`config.mk`:
```
export PLATFORM = sky130hd
export DESIGN_NAME = serial_operand_loader
export DESIGN_NICKNAME = d
export VERILOG_FILES = /design/src/rtl/serial_operand_loader.sv
export SDC_FILE = /design/constraint.sdc
export NUM_CORES = 1
export LEC_CHECK = 0
export BUFFER_PORTS_ARGS = -buffer_cell sky130_fd_sc_hd__buf_4
export CAP_MARGIN = 20
export CORE_MARGIN = 2
export CORE_UTILIZATION = 50
export DETAILED_ROUTE_END_ITERATION = 8
export HOLD_SLACK_MARGIN = 0.1
export PLACE_DENSITY = 0.74
export SLEW_MARGIN = 20
export SYNTH_ARGS = -nofsm -noshare
export SYNTH_HDL_FRONTEND = slang
export SYNTH_SLANG_ARGS = --single-unit
```
`constraint.sdc`:
```
create_clock -name clk -period 1.65 [get_ports clk]
set_input_delay 0.0825 -clock clk [delete_from_list [all_inputs] [get_ports clk]]
set_output_delay 0.0825 -clock clk [all_outputs]
set_load 0.02 [all_outputs]
```
`src/rtl/serial_operand_loader.sv`:
```
// Parallel-to-serial operand loader: streams an operand pair LSB first with a frame carry.
// Optional subtract mode (invert B, force carry-in) is enabled by defining SERIAL_LOADER_SUB_EN.
//
// state | meaning
// IDLE  | waiting for an operand pair; in_ready high
// SHIFT | streaming bit cnt of the frame; bit_valid high
module serial_operand_loader #(
    parameter int WIDTH = 8
) (
    input  logic             clk,
    input  logic             reset_n,
    input  logic             in_valid,
    output logic             in_ready,
    input  logic [WIDTH-1:0] op_a,
    input  logic [WIDTH-1:0] op_b,
    input  logic             carry_in,
    input  logic             op_sub,
    input  logic             abort,
    output logic             a_bit,
    output logic             b_bit,
    output logic             cin_bit,
    output logic             bit_valid,
    output logic             first_bit,
    output logic             last_bit,
    output logic             done
);

    localparam int CNT_W = (WIDTH > 1) ? $clog2(WIDTH) : 1;
    localparam logic [CNT_W-1:0] LAST_CNT = CNT_W'(WIDTH - 1);

    typedef enum logic {
        IDLE  = 1'b0,
        SHIFT = 1'b1
    } state_t;

    state_t           state, state_nxt;
    logic             load, advance, finish;
    logic [WIDTH-1:0] sh_a, sh_b;
    logic             cin_r;
    logic [CNT_W-1:0] cnt;
    logic             done_r;
    logic [WIDTH-1:0] load_b;
    logic             load_cin;

`ifdef SERIAL_LOADER_SUB_EN
    // Subtract as A + ~B + 1 so a plain serial adder downstream yields A-B.
    assign load_b   = op_sub ? ~op_b : op_b;
    assign load_cin = op_sub ? 1'b1  : carry_in;
`else
    logic unused_sub;
    assign unused_sub = op_sub;
    assign load_b     = op_b;
    assign load_cin   = carry_in;
`endif

    always_ff @(posedge clk or negedge reset_n) begin
        if (!reset_n) begin
            state <= IDLE;
        end else begin
            state <= state_nxt;
        end
    end

    always_comb begin
        state_nxt = state;
        load      = 1'b0;
        advance   = 1'b0;
        finish    = 1'b0;
        case (state)
            IDLE: begin
                if (in_valid && !abort) begin
                    load      = 1'b1;
                    state_nxt = SHIFT;
                end
            end
            SHIFT: begin
                // abort wins over completing the frame, so no done on an aborted last bit
                if (abort) begin
                    state_nxt = IDLE;
                end else begin
                    advance = 1'b1;
                    if (cnt == LAST_CNT) begin
                        finish    = 1'b1;
                        state_nxt = IDLE;
                    end
                end
            end
            default: state_nxt = IDLE;
        endcase
    end

    always_ff @(posedge clk or negedge reset_n) begin
        if (!reset_n) begin
            sh_a   <= '0;
            sh_b   <= '0;
            cin_r  <= 1'b0;
            cnt    <= '0;
            done_r <= 1'b0;
        end else begin
            done_r <= finish;
            if (load) begin
                sh_a  <= op_a;
                sh_b  <= load_b;
                cin_r <= load_cin;
                cnt   <= '0;
            end else if (advance) begin
                sh_a <= sh_a >> 1;
                sh_b <= sh_b >> 1;
                cnt  <= cnt + CNT_W'(1);
            end
        end
    end

    // Serial outputs are gated by state so they read zero between frames.
    assign in_ready  = (state == IDLE);
    assign bit_valid = (state == SHIFT);
    assign a_bit     = bit_valid & sh_a[0];
    assign b_bit     = bit_valid & sh_b[0];
    assign cin_bit   = bit_valid & cin_r;
    assign first_bit = bit_valid && (cnt == '0);
    assign last_bit  = bit_valid && (cnt == LAST_CNT);
    assign done      = done_r;

endmodule

```
==> impl_metrics.json <==
{
  "status": "finished clean",
  "htreeDepth": 1,
  "boundaryPins": 30,
  "hold_viol": 0,
  "clockBufferDepth": 2,
  "nNetsFinal": 177,
  "fin_area_mm2": 0.00163,
  "avgRoutedWirePerCell_um": 16.4,
  "postLayoutCoreUtil_pct": 72.3,
  "clkPwrFrac_pct": 26.8,
  "multiInputGateArea_um2": 561,
  "synthesis.area_mm2": 0.00122,
  "cts_setup_buffers": 0,
  "synth-main-ff-cell": "dfrtp_1",
  "synth_most_common_cell": "dfrtp_1",
  "grt_overflow": 0,
  "fillCellCount": 166,
  "drtPass1Iterations": 4,
  "yosysTopAreaCell": "dfrtp_1",
  "synthArstFlopShare_pct": 100,
  "start_util_pct": 54.0,
  "cp.arrival_ps": 1470,
  "drv_cap": 0,
  "wirelength_mm": 2.93,
  "setup_viol": 0,
  "crit_required_ps": 1570,
  "period_share_pct": 94.1,
  "die_h_um": 53.3,
  "hold_ws_ps": 173,
  "worstMarginPinSlew_ps": 293,
  "dr_total_vias": 1035,
  "pwr-share-seq_pct": 46.2,
  "rsz0062_at_grt": "false",
  "detail-route-antenna-nets": 0,
  "ctsResizeCount": 0,
  "clkSinkCount": 22,
  "viasPerCell": 5.78,
  "insertion_delay_ps": 320,
  "cts_tree": "done",
  "yosysWarnings": 0,
  "synth_cell_types": 25,
  "grt.total_usage_pct": 23.7,
  "layout-drive-gt1-share_pct": 39.7,
  "syn_inst": 106,
  "synth_edf_count": 0,
  "combPwrFrac_pct": 27.0,
  "die_width_um": 53.3,
  "drtIter0Drc": 19,
  "syn_nets": 131,
  "slew_headroom_pct": 80.5,
  "maxSlewViolCount": 0,
  "ys_top_cells_by_count": "dfrtp_1, o22ai_1, a21oi_2, o22ai_2",
  "finalPower_mw": 1.58,
  "antenna-diode-count": 0,
  "grt_max_degree": 23,
  "path_clk_slew_ps": 140,
  "fin_skew_ps": 10.1,
  "cts_buffers": 3,
  "place_area_mm2": 0.00139,
  "io_buffers": 28,
  "min_period_ps": 1550,
  "holdCritPathClass": "primary input to async pin",
  "yosys.area.top_type_share_pct": 45.2,
  "grt_pass1_vias": 1012,
  "p_int_mw": 1.12,
  "core-area_mm2": 0.00225,
  "cts-root-buf": "clkbuf_4",
  "fin_tns_setup_ps": 0,
  "avgSynthCellArea_um2": 11.5,
  "antenna_found_initial": 0,
  "num_rows": 17,
  "dp_hpwl_mm": 1.75,
  "path_max_fanout": 4,
  "yosysSeqAreaShare_pct": 45.2,
  "fmax_mhz": 644,
  "p_sw_mw": 0.462,
  "power_per_cell_area_mw_per_mm2": 969,
  "regArea_um2": 551,
  "peakVddDrop_uv": 617,
  "p_leak_nw": 0.716,
  "synth-seq-cells": 22,
  "critPathLaunchType": "flop",
  "grt_pass1_wl_mm": 4.77,
  "endpoint_kind": "output port",
  "synthTopCellsByArea": "dfrtp_1, o22ai_2, o22ai_1",
  "place.gp.congestion": 0.757,
  "syn_to_final_growth_pct": 33.8,
  "drc": 0,
  "die-area_mm2": 0.00285,
  "p_sw_share_pct": 29.3,
  "crit_type": "flop to output port"
}
## path summary, 6_finish.rpt
path                       startpoint        to  slack (ps)  cells past startpoint
max                            cnt[0]  last_bit         100                      4
min                           reset_n   sh_b[4]         170                      2
max reg2reg                    cnt[0]    cnt[2]         430                      3
min reg2reg                    cnt[0]    cnt[0]         520                      1
max in group asynchronous     reset_n      done        1240                      2
min in group clk             in_valid   sh_a[1]         250                      3
## cell families (layout without fill, tap and decap cells)
kind of cell	Yosys count	in the layout	share of synthesized area, %
AO/OA/AOI/OAI	52	52	33.1
adder cells (fa/ha/maj)	3	3	3.08
buffers and inverters	12	57	8.74
flip-flops	22	22	45.2
multiplexers	1	1	1.23
AND/OR/NAND/NOR	16	16	8.63
## metrics by stage
stage	cells	setup WS [ps]
6_report	179	97.2
5_1_grt	179	20.3
4_1_cts	179	91.1
3_5_place_dp	156	459
3_3_place_gp	156	475
2_1_floorplan	106	300
## worst max-delay path: stages, from the launching register on
cell	delay, ps
dfrtp_1	430
ha_1	210
ha_1	210
and2_1	160
buf_4	150
## per-layer routing
metal / GRT usage, % / vias up / wire length, um
met5: 0 / - / 0
met4: 8.97 / 0 / 30
li1: - / 488 / -
met3: 2.54 / 4 / 85
met2: 41.4 / 21 / 1560
met1: 29.6 / 522 / 1260
## power by group through the flow
stage	registers, mW	logic [mW]	clock network (mW)
finish	0.728	0.426	0.423
global route	0.744	0.466	0.454
CTS	0.727	0.426	0.431
detailed placement	0.739	0.389	0
global placement	0.732	0.373	0
floorplan	0.722	0.291	0
## area by class of cell
type	count	area share (%)
inverter	4	0.922
clock inverter	1	1.84
timing repair buffer	49	25.5
clock buffer	3	1.38
multi-input combinational	72	34.4
tap	28	2.15
sequential	22	33.8
## cells in the final DEF, fill, tap and decap left out
master | synthesis | routed
ha_1 | 3 | 3
a21oi_2 | 10 | 10
mux2_4 | 1 | 1
and2b_1 | 1 | 1
nand2_1 | 2 | 2
inv_1 | 2 | 2
dfrtp_1 | 22 | 22
bufinv_16 | 0 | 1
o22ai_2 | 10 | 10
nor2_2 | 1 | 1
buf_4 | 1 | 30
o22ai_1 | 18 | 18
inv_2 | 2 | 2
o21ai_1 | 3 | 3
o21ai_0 | 4 | 4
nor2b_1 | 1 | 1
and3_1 | 1 | 1
nand2b_4 | 2 | 2
nor2_1 | 3 | 3
nor3b_1 | 1 | 1
a22o_1 | 2 | 2
and2_1 | 4 | 4
dlygate4sd3_1 | 0 | 19
clkbuf_4 | 1 | 3
a21oi_1 | 5 | 5
## flip-flops by register name, summed over array words and instances, names as in the netlist
signal     count
done           1
cin_r          1
cnt            3
sh_b           8
sh_a           8
bit_valid      1
## timing repair
item	CTS	global route
setup endpoints to repair	0	0
hold endpoints to repair	41	0
hold buffers	19	0
(Power assumes the default switching activity.)
